<file path="config.mk">
export PLATFORM = sky130hd
export DESIGN_NAME = camera_exposure_fsm_flat
export DESIGN_NICKNAME = d
export VERILOG_FILES = /design/src/rtl/camera_exposure_fsm_if.sv /design/src/rtl/camera_exposure_fsm.sv /design/src/flat_wrapper.sv
export SDC_FILE = /design/constraint.sdc
export NUM_CORES = 1
export LEC_CHECK = 0
export CAP_MARGIN = 20
export CELL_PAD_IN_SITES_DETAIL_PLACEMENT = 1
export CELL_PAD_IN_SITES_GLOBAL_PLACEMENT = 1
export CORE_UTILIZATION = 37
export DETAILED_ROUTE_END_ITERATION = 10
export PLACE_DENSITY = 0.86
export SLEW_MARGIN = 10
export SYNTH_ARGS = -nofsm -noshare
export SYNTH_HDL_FRONTEND = slang
export SYNTH_SLANG_ARGS = --single-unit
export TNS_END_PERCENT = 1
</file>
<file path="constraint.sdc">
create_clock -name Clk -period 2.2 [get_ports Clk]
set_clock_uncertainty 0.1 [all_clocks]
set_input_delay 0.55 -clock Clk [delete_from_list [all_inputs] [get_ports Clk]]
set_output_delay 0.55 -clock Clk [all_outputs]
set_load 0.03 [all_outputs]
</file>
<file path="src/rtl/camera_exposure_fsm_if.sv">
// Control bus between the camera sequencer, the exposure-time register block
// and the pixel array. The sequencer takes the slave side.
interface camera_exposure_fsm_if;
    logic       Init;
    logic [4:0] EX_time;
    logic       Erase;
    logic       Expose;
    logic       NRE_1;
    logic       NRE_2;
    logic       ADC;
    logic       Adjust_en;

    modport master (
        output Init, EX_time,
        input  Erase, Expose, NRE_1, NRE_2, ADC, Adjust_en
    );

    modport slave (
        input  Init, EX_time,
        output Erase, Expose, NRE_1, NRE_2, ADC, Adjust_en
    );
endinterface

</file>
<file path="src/rtl/camera_exposure_fsm.sv">
// Capture sequencer: erase while idle, expose for a clamped number of cycles,
// then an eight-phase two-row readout with one ADC strobe per row.
// Outputs are registered decodes of the current state, so every output
// appears one cycle after the state that produces it. Reset forces the
// outputs straight to their idle values.
module camera_exposure_fsm #(
    parameter int T_MIN = 2,
    parameter int T_MAX = 30
) (
    input  logic                        Clk,
    input  logic                        Reset,
    camera_exposure_fsm_if.slave        bus
);

    typedef enum logic [1:0] {
        IDLE    = 2'd0,
        EXPOSE  = 2'd1,
        READOUT = 2'd2
    } state_t;

    // Output vector order: {Erase, Expose, NRE_1, NRE_2, ADC, Adjust_en}
    localparam logic [5:0] OUT_IDLE   = 6'b101101;
    localparam logic [5:0] OUT_EXPOSE = 6'b011100;
    localparam logic [5:0] OUT_ROW1   = 6'b000100;
    localparam logic [5:0] OUT_ROW1_S = 6'b000110;
    localparam logic [5:0] OUT_GAP    = 6'b001100;
    localparam logic [5:0] OUT_ROW2   = 6'b001000;
    localparam logic [5:0] OUT_ROW2_S = 6'b001010;

    state_t     r_state;
    logic [4:0] r_cnt;
    logic       r_erase;
    logic       r_expose;
    logic       r_nre_1;
    logic       r_nre_2;
    logic       r_adc;
    logic       r_adjust_en;
    logic [4:0] w_t;

    // Clamp the requested exposure into [T_MIN, T_MAX].
    function automatic logic [4:0] clamp_time(input logic [4:0] v);
        logic [4:0] res;
        if (v < 5'(T_MIN)) begin
            res = 5'(T_MIN);
        end else if (v > 5'(T_MAX)) begin
            res = 5'(T_MAX);
        end else begin
            res = v;
        end
        return res;
    endfunction

    // Output pattern for a given state and readout phase.
    function automatic logic [5:0] decode_outputs(input state_t s, input logic [2:0] p);
        logic [5:0] res;
        case (s)
            IDLE:    res = OUT_IDLE;
            EXPOSE:  res = OUT_EXPOSE;
            READOUT: begin
                case (p)
                    3'd0:    res = OUT_ROW1;
                    3'd1:    res = OUT_ROW1_S;
                    3'd2:    res = OUT_ROW1;
                    3'd3:    res = OUT_GAP;
                    3'd4:    res = OUT_ROW2;
                    3'd5:    res = OUT_ROW2_S;
                    3'd6:    res = OUT_ROW2;
                    3'd7:    res = OUT_GAP;
                    default: res = OUT_GAP;
                endcase
            end
            default: res = OUT_IDLE;
        endcase
        return res;
    endfunction

    assign w_t = clamp_time(bus.EX_time);

    // Sequencer state, exposure/phase counter and registered output lines.
    always_ff @(posedge Clk) begin
        if (Reset) begin
            r_state <= IDLE;
            r_cnt   <= 5'd0;
            {r_erase, r_expose, r_nre_1, r_nre_2, r_adc, r_adjust_en} <= OUT_IDLE;
        end else begin
            {r_erase, r_expose, r_nre_1, r_nre_2, r_adc, r_adjust_en} <=
                decode_outputs(r_state, r_cnt[2:0]);
            case (r_state)
                IDLE: begin
                    if (bus.Init) begin
                        r_cnt   <= w_t;
                        r_state <= EXPOSE;
                    end else begin
                        r_cnt   <= 5'd0;
                        r_state <= IDLE;
                    end
                end
                EXPOSE: begin
                    if (r_cnt == 5'd1) begin
                        r_cnt   <= 5'd0;
                        r_state <= READOUT;
                    end else begin
                        r_cnt   <= r_cnt - 5'd1;
                        r_state <= EXPOSE;
                    end
                end
                READOUT: begin
                    if (r_cnt == 5'd7) begin
                        r_cnt   <= 5'd0;
                        r_state <= IDLE;
                    end else begin
                        r_cnt   <= r_cnt + 5'd1;
                        r_state <= READOUT;
                    end
                end
                default: begin
                    r_cnt   <= 5'd0;
                    r_state <= IDLE;
                end
            endcase
        end
    end

    assign bus.Erase     = r_erase;
    assign bus.Expose    = r_expose;
    assign bus.NRE_1     = r_nre_1;
    assign bus.NRE_2     = r_nre_2;
    assign bus.ADC       = r_adc;
    assign bus.Adjust_en = r_adjust_en;

endmodule

</file>
<file path="src/flat_wrapper.sv">
// flat-port wrapper written by rule: the top's interface ports become plain ports
module camera_exposure_fsm_flat 
#(
    parameter int T_MIN = 2,
    parameter int T_MAX = 30
)
  (Clk, Reset, bus_Init, bus_EX_time, bus_Erase, bus_Expose, bus_NRE_1, bus_NRE_2, bus_ADC, bus_Adjust_en);
  camera_exposure_fsm_if bus_i ();
  input  logic Clk;
  input  logic Reset;
  input wire logic [$bits(bus_i.Init)-1:0] bus_Init;
  input wire logic [$bits(bus_i.EX_time)-1:0] bus_EX_time;
  output wire logic [$bits(bus_i.Erase)-1:0] bus_Erase;
  output wire logic [$bits(bus_i.Expose)-1:0] bus_Expose;
  output wire logic [$bits(bus_i.NRE_1)-1:0] bus_NRE_1;
  output wire logic [$bits(bus_i.NRE_2)-1:0] bus_NRE_2;
  output wire logic [$bits(bus_i.ADC)-1:0] bus_ADC;
  output wire logic [$bits(bus_i.Adjust_en)-1:0] bus_Adjust_en;
  assign bus_i.Init = bus_Init;
  assign bus_i.EX_time = bus_EX_time;
  assign bus_Erase = bus_i.Erase;
  assign bus_Expose = bus_i.Expose;
  assign bus_NRE_1 = bus_i.NRE_1;
  assign bus_NRE_2 = bus_i.NRE_2;
  assign bus_ADC = bus_i.ADC;
  assign bus_Adjust_en = bus_i.Adjust_en;
  camera_exposure_fsm #(.T_MIN(T_MIN), .T_MAX(T_MAX)) u_core (.Clk(Clk), .Reset(Reset), .bus(bus_i));
endmodule
</file>
Word-level counts from Yosys, hierarchy flattened
Memories as Yosys holds them, arrays and structs flattened. A register that Yosys moved wholly into a read port is not among the register bits.
Cells that the tools add are included.
Operators by class
  magnitude comparators: 2
  add/subtract/negate cells: 2
  muxes and demuxes: 12
  div/mod/pow operators: 0
  bitwise logic cells: 0
  equal/unequal tests: 4
  shift operators: 0
  reductions and logical operators: 1
  multipliers: 0
Operators by type and width (count)
  $mux W5: 5
  $pmux W5 S3: 1
  $pmux W6 S2: 1
  $pmux W2 S3: 1
  $add A5 B1 Y5 const B: 1
  $eq A5 B1 Y1 const B: 1
  $eq A5 B3 Y1 const B: 1
  $gt A5 B5 Y1 const B: 1
  $lt A5 B2 Y1 const B: 1
  $sub A5 B1 Y5 const B: 1
  $mux W2: 2
  $mux W3: 1
  $eq A2 B1 Y1 const B: 1
  $eq A2 B2 Y1 const B: 1
  $logic_not A2 Y1: 1
  $mux W1: 1
Storage, ports and cells
  input port bits: 8
  bits in latches: 0
  logic and storage cells: 30
  ROM bits: 24
  RAM bits: 0
  output and inout bits: 6
  memories kept: 1
  flip-flop bits (word level): 13
Memories
  (name not given): depth 8, width 3, rd ports 1, clocked after Yosys merged registers in 1, wr ports 0, RTL line camera_exposure_fsm.sv:60  | case (p)

Depth between registers and ports, before layout
Gate-level depths: netlist (run 1).
  word-level depth: 6
  mapped depth: 7
  depth with buffers taken out: 6

Least setup slack after synthesis (run 1)
No wires, ideal clock.
  path type: flip-flop to flip-flop
  start: reg u_core.r_state[0]
  end: reg (tool-made name)
  library setup time: 128 ps
  slack: 565 ps
  stages on the path, launching flop included: 8
  period minus slack after synthesis: 1635 ps
  buffers on the path: 1
  arrival time: 1408 ps
  data required time: 1972 ps
  path through: dfxtp_1 inv_1 ha_1 and2_1 clkbuf_1 a221oi_1 o21a_1 o21ai_0
RTL lines
  from (decl): RTL line camera_exposure_fsm.sv:30  | state_t r_state;
  from (signal assigned): RTL line camera_exposure_fsm.sv:82  | r_state <= IDLE;
  from (signal assigned): RTL line camera_exposure_fsm.sv:92  | r_state <= EXPOSE;
  from (signal assigned): RTL line camera_exposure_fsm.sv:95  | r_state <= IDLE;

==> metrics.md, run 1 <==
| Metric | Value |
|---|---|
| Placed cell area | 911 µm² |
| First-pass GRT wire length | 2780 µm |
| Hold Path End | u_core.bus.NRE_2 |
| Clock-pin slew on the worst setup and hold paths | 0.09 ns |
| Vias in the first global route | 611 |
| Post-Place Worst Slack | 0.00502 ns |
| Total track usage | 18.8% |
| Largest net degree at the start of global routing | 10 |
| RR Startpoint | u_core.r_state[0] |
| CP max-delay cell | clkdlybuf4s50_1 |
| Grt ovf | 0 |
| Vias | 615 |
| Simple-gate share of the synthesized area | 20.7% |
| Num Clock Sinks | 15 |
| Fin crit share | 89.1% |
| Number of vias per cell | 4.92 |
| Hold depth | 2 |
| GP Congestion | 0.791 |
| Top delay family on crit path | buffers and inverters |
| Worst Path Max Fanout | 2 |
| Initial Utilization | 39.4% |
| Io pins | 14 |
| Row Count | 16 |
| Core area | 1960 µm² |
| WP buf/inv | 1 |
| Synth Area in XOR/XNOR | 6.80% |
| Syn nets | 100 |
| CTS root buf | clkbuf_4 |
| CTS tree | yes |
| CP required | 1.55 ns |
| Routed WL per cell | 14.6 µm |
| # DRC | 0 |
| Worst slew pin tran | 0.349 ns |
| Synth Warn # | 0 |
| N_diodes | 0 |
| Detailed Place HPWL | 1490 µm |
| Finished Cell Area | 938 µm² |
| Seq cells post-synth | 15 |
| Max-cap viol count | 0 |
| Area grow syn2layout | 21.4% |
| Finished Core Util | 47.8% |
| Worst Reg-to-Reg Cells | 6 |
| RSZ-0062 raised after global routing | no |
| Rel. slew slack | 76.6% |
| Minimum clock period | 1.96 ns |
| Fin cells | 125 |
| Most common cell after layout, fill and taps aside | dfxtp_1 |
| Fmax | 510 MHz |
| Fillers | 266 |
| Critical path cell sequence | clkdlybuf4s50_1 |
| Die width | 47.7 µm |
| Startpoint types | flip-flop |
| R2r setup slk | 0.39 ns |
| # nets final | 114 |
| VDD IR-drop max | 0.000272 V |
| Wirelength, routed | 1830 µm |
| Max Slew Vio Count | 0 |
| Pwr Total | 649 µW |
| Post-synthesis sequential area ratio | 38.8% |
| WP data arrival | 1.31 ns |
| CP endpoint kind | primary output |
| Worst-Skew Late Latency | 0.30 ns |
| Post-synthesis mux area share | 0% |
| Post-synth top area cell | dfxtp_1 |
| Final-report hold violation count | 0 |
| Crit Path Class | flip-flop to primary output |
| DRT iter0 DRCs | 10 |
| Hold crit path type | flip-flop to flip-flop |
| Fraction of layout cells with a size suffix above 1 | 10.2% |
| Port Buffer Count | 13 |
| LEAKAGE | 0.379 nW |
| Pwr Density | 692 nW/µm² |
| Worst hold slack | 0.334 ns |
| H-tree depth | 1 |
| Post-CTS Repair Setup Buffers | 0 |
| Cell variety after synth | 35 |
| CTS Hold Bufs | 0 |
| Reg area | 300 µm² |
| Die Area | 2280 µm² |
| CTS-repair resized insts | 0 |
| Synth Area in Adders | 11.3% |
| Worst Setup Slack, final | 0.239 ns |
| Main combinational cell family by area after synthesis | simple AND/OR/NAND/NOR gates |
| Yosys top cell area share | 38.8% |
| Clock tree buffer depth | 2 |
| Initial antenna violation count | 0 |
| Num CTS Buffers | 3 |
| Die outline height | 47.7 µm |
| Top post-synthesis cells by area | dfxtp_1, ha_1, xor2_1, nand2_1, inv_1 |
| Max incr delay on CP | 0.67 ns |
| Post-Place Cells | 121 |
| Final setup TNS | 0 ns |
| Drt pass-1 iters | 4 |
| Outcome | completed |
| Multi-input logic area | 417 µm² |
| Mean Syn Cell Area | 9.10 µm² |
| Number of setup violations in the final report | 0 |
| Post-Syn Instances | 85 |
| Most frequent cells in the layout | dfxtp_1, clkdlybuf4s50_1, nand2_1 |
| Routed Antenna Nets | 0 |
| Synth Area in Compound Gates | 15.0% |
| Post-Syn Area | 773 µm² |
[cells by family (layout without fill, tap and decap cells)]
family	after synthesis	in the layout
compound gates	16	16
flops	15	15
buf+inv	11	24
fa+ha+maj	7	7
simple gates	30	30
xor+xnor	6	6
[synth_stat cells (all sizes together)]
library cell / n
nor2b: 1
o21bai: 1
a31o: 1
a21oi: 4
nand4: 1
nor3b: 1
o31ai: 1
ha: 7
nand2: 8
inv: 6
buf: 3
or2: 2
clkbuf: 2
o311ai: 1
or4b: 1
nand3: 4
dfxtp: 15
o21ai: 2
and2: 2
a221oi: 1
xnor2: 1
or3: 1
o21a: 1
nor2: 6
a22oi: 2
nand2b: 1
xor2: 5
and3b: 1
o2111ai: 1
a2bb2oi: 1
nor3: 1
[how the worst max path moves through the flow]
stage / endpoint / start / cells past startpoint / slack, ns
floorplan: flip-flop / u_core.r_state[0] / 7 / 0.56
global route: bus_Adjust_en / u_core.bus.Erase / 1 / 0.19
detailed placement: flip-flop / bus_EX_time[3] / 5 / 0.005
global placement: flip-flop / bus_EX_time[3] / 5 / 0.10
CTS: bus_Adjust_en / u_core.bus.Erase / 1 / 0.23
finish: bus_Adjust_en / u_core.bus.Erase / 1 / 0.24
[area by class of cell]
cell class	instances	share of cell area, %
clock inverters	1	0.533
multi-input cells	59	44.4
flip-flops and latches	15	32.0
well taps	27	3.60
inverters	6	2.40
repair buffers	14	14.7
clock buffers	3	2.40
[per-layer routing]
metal	GRT usage (%)	part of all wire [%]	wire [µm]	vias to the layer above
met2	35.4	52	957	16
met1	20.0	42	773	286
met3	3.40	3.8	70	3
li1	-	-	-	310
met4	8.33	1.5	27	0
met5	0	0	0	-
[power breakdown]
part | switching [mW] | internal (mW)
registers | 0.0225 | 0.297
clock network | 0.0981 | 0.0679
logic | 0.0870 | 0.0769
Power figures use the tool's default switching activity.
==> inputs of run 2 (changes only) <==
- GPL_TIMING_DRIVEN: default -> 0
==> run 2 against run 1 <==
Count of clock-buffer cells in the layout unchanged. Die area unchanged. Non-clock buffer count increased by 4. Sequential cell count unchanged. Largest cell class unchanged. First-iteration DRC count decreased by 10%. Critical endpoint is now bus_Erase. Design area increased by 2.8%. Global-route usage decreased by 2.0 points. Combinational power increased by 12%.
==> metrics.md, run 2 (same netlist as run 1, synthesis figures left out) <==
| Metric | Value |
|---|---|
| Outcome | completed |
| First-pass GRT wire length | 2620 µm (-5.9%) |
| Post-CTS Repair Setup Buffers | 0 (unchanged) |
| R2r setup slk | 0.32 ns (-0.07 ns) |
| Routed Antenna Nets | 0 (unchanged) |
| Num Clock Sinks | 15 (unchanged) |
| Io pins | 14 (unchanged) |
| Startpoint types | flip-flop |
| Pwr Total | 650 µW (+0.17%) |
| H-tree depth | 1 (unchanged) |
| CP max-delay cell | clkdlybuf4s50_1 |
| Grt ovf | 0 (unchanged) |
| CTS tree | yes |
| Most frequent cells in the layout | dfxtp_1, clkdlybuf4s50_1, nand2_1 |
| Vias | 654 (+6.3%) |
| Drt pass-1 iters | 4 (unchanged) |
| Total track usage | 16.8% (-2.0 points) |
| Worst Reg-to-Reg Cells | 7 (+1) |
| Hold Path End | u_core.bus.NRE_1 |
| Initial antenna violation count | 0 (unchanged) |
| Max Slew Vio Count | 0 (unchanged) |
| Number of vias per cell | 5.07 (+3.0%) |
| Port Buffer Count | 13 (unchanged) |
| Hold crit path type | flip-flop to flip-flop |
| Vias in the first global route | 621 (+1.6%) |
| Critical path cell sequence | buf_4, clkdlybuf4s50_1 |
| N_diodes | 0 (unchanged) |
| Die Area | 2280 µm² (unchanged) |
| Core area | 1960 µm² (unchanged) |
| CTS Hold Bufs | 0 (unchanged) |
| Clock tree buffer depth | 2 (unchanged) |
| Area grow syn2layout | 24.8% |
| Num CTS Buffers | 3 (unchanged) |
| Minimum clock period | 2.03 ns (+0.0661 ns) |
| Worst hold slack | 0.333 ns (-0.00126 ns) |
| # nets final | 118 (+3.5%) |
| Fraction of layout cells with a size suffix above 1 | 11.8% (+1.6 points) |
| Fin crit share | 92.1% (+3.0 points) |
| Final-report hold violation count | 0 (unchanged) |
| Hold depth | 2 (unchanged) |
| Crit Path Class | flip-flop to primary output |
| CTS-repair resized insts | 0 (unchanged) |
| Post-Place Cells | 125 (+3.3%) |
| GP Congestion | 0.812 (+2.7%) |
| Rel. slew slack | 79.5% (+2.9 points) |
| Detailed Place HPWL | 1400 µm (-5.7%) |
| DRT iter0 DRCs | 9 (-1) |
| Fmax | 493 MHz (-3.3%) |
| Die outline height | 47.7 µm (unchanged) |
| RSZ-0062 raised after global routing | no |
| Largest net degree at the start of global routing | 10 (unchanged) |
| Fin cells | 129 (+3.2%) |
| Worst Path Max Fanout | 2 (unchanged) |
| CP required | 1.55 ns (about the same) |
| Die width | 47.7 µm (unchanged) |
| LEAKAGE | 0.393 nW (+3.5%) |
| Max incr delay on CP | 0.65 ns (-0.02 ns) |
| Clock-pin slew on the worst setup and hold paths | 0.09 ns (about the same) |
| WP data arrival | 1.38 ns (+0.07 ns) |
| Routed WL per cell | 13.2 µm (-9.7%) |
| VDD IR-drop max | 0.000350 V (+28%) |
| RR Startpoint | u_core.r_state[0] |
| Initial Utilization | 39.4% (unchanged) |
| Worst slew pin tran | 0.304 ns (-0.0448 ns) |
| Most common cell after layout, fill and taps aside | dfxtp_1 |
| Wirelength, routed | 1700 µm (-6.8%) |
| CP startpoint | u_core.bus.Erase |
| Number of setup violations in the final report | 0 (unchanged) |
| CP endpoint kind | primary output |
| Max-cap viol count | 0 (unchanged) |
| Pwr Density | 674 nW/µm² (-2.6%) |
| Row Count | 16 (unchanged) |
| CTS root buf | clkbuf_4 |
| # DRC | 0 (unchanged) |
| Worst-Skew Late Latency | 0.28 ns (-0.02 ns) |
run 2: cell types whose count changed in the layout (fill, tap and decap cells not counted):
| cell | previous run | this run |
|---|---|---|
| clkbuf_1 | 0 | 2 |
| buf_6 | 0 | 1 |
| buf_4 | 1 | 2 |
run 2: cell type report:
cell class / instances / area, µm²
Buffer: 5 / 33.8
Clock buffer: 3 / 22.5
Clock inverter: 1 / 5.00
Fill cell: 264 / 997
Inverter: 6 / 22.5
Multi-Input combinational cell: 59 / 417
Sequential cell: 15 / 300
Tap cell: 27 / 33.8
Timing Repair Buffer: 13 / 130
run 2: per-layer routing:
metal | global-route usage [%] | wire length [µm] | up-vias
li1 | - | - | 321
met1 | 19.8 | 728 | 320
met2 | 29.7 | 909 | 13
met3 | 3.40 | 66 | 0
met4 | 6.11 | 0 | 0
met5 | 0 | 0 | -
run 2: worst max-delay path: cells and delay by family, from the launching register on:
family | cells | cell delay, ns
DFF | 1 | 0.34
buffers and inverters | 2 | 0.75
run 2: worst max path at each step:
stage / to
2_1_floorplan: flip-flop
3_3_place_gp: flip-flop
3_5_place_dp: flip-flop
4_1_cts: bus_Erase
5_1_grt: bus_Erase
6_report: bus_Erase
run 2: power by group:
part | total [mW] | leakage, nW | internal [mW] | switching, mW
clock | 0.155 | 0.0177 | 0.0674 | 0.0877
sequential | 0.312 | 0.123 | 0.297 | 0.0152
combinational | 0.183 | 0.252 | 0.0852 | 0.0981
run 2: stage by stage:
stage | setup WS, ns | util, % | instance area (µm²) | TNS [ns]
6_report | 0.173 | 49.2 | 965 | 0
5_1_grt | 0.102 | 49.2 | 965 | 0
4_1_cts | 0.144 | 49.2 | 965 | 0
3_5_place_dp | -0.0147 | 47.8 | 937 | -0.0147
3_3_place_gp | 0.0538 | 47.8 | 937 | 0
2_1_floorplan | 0.565 | - | 773 | 0
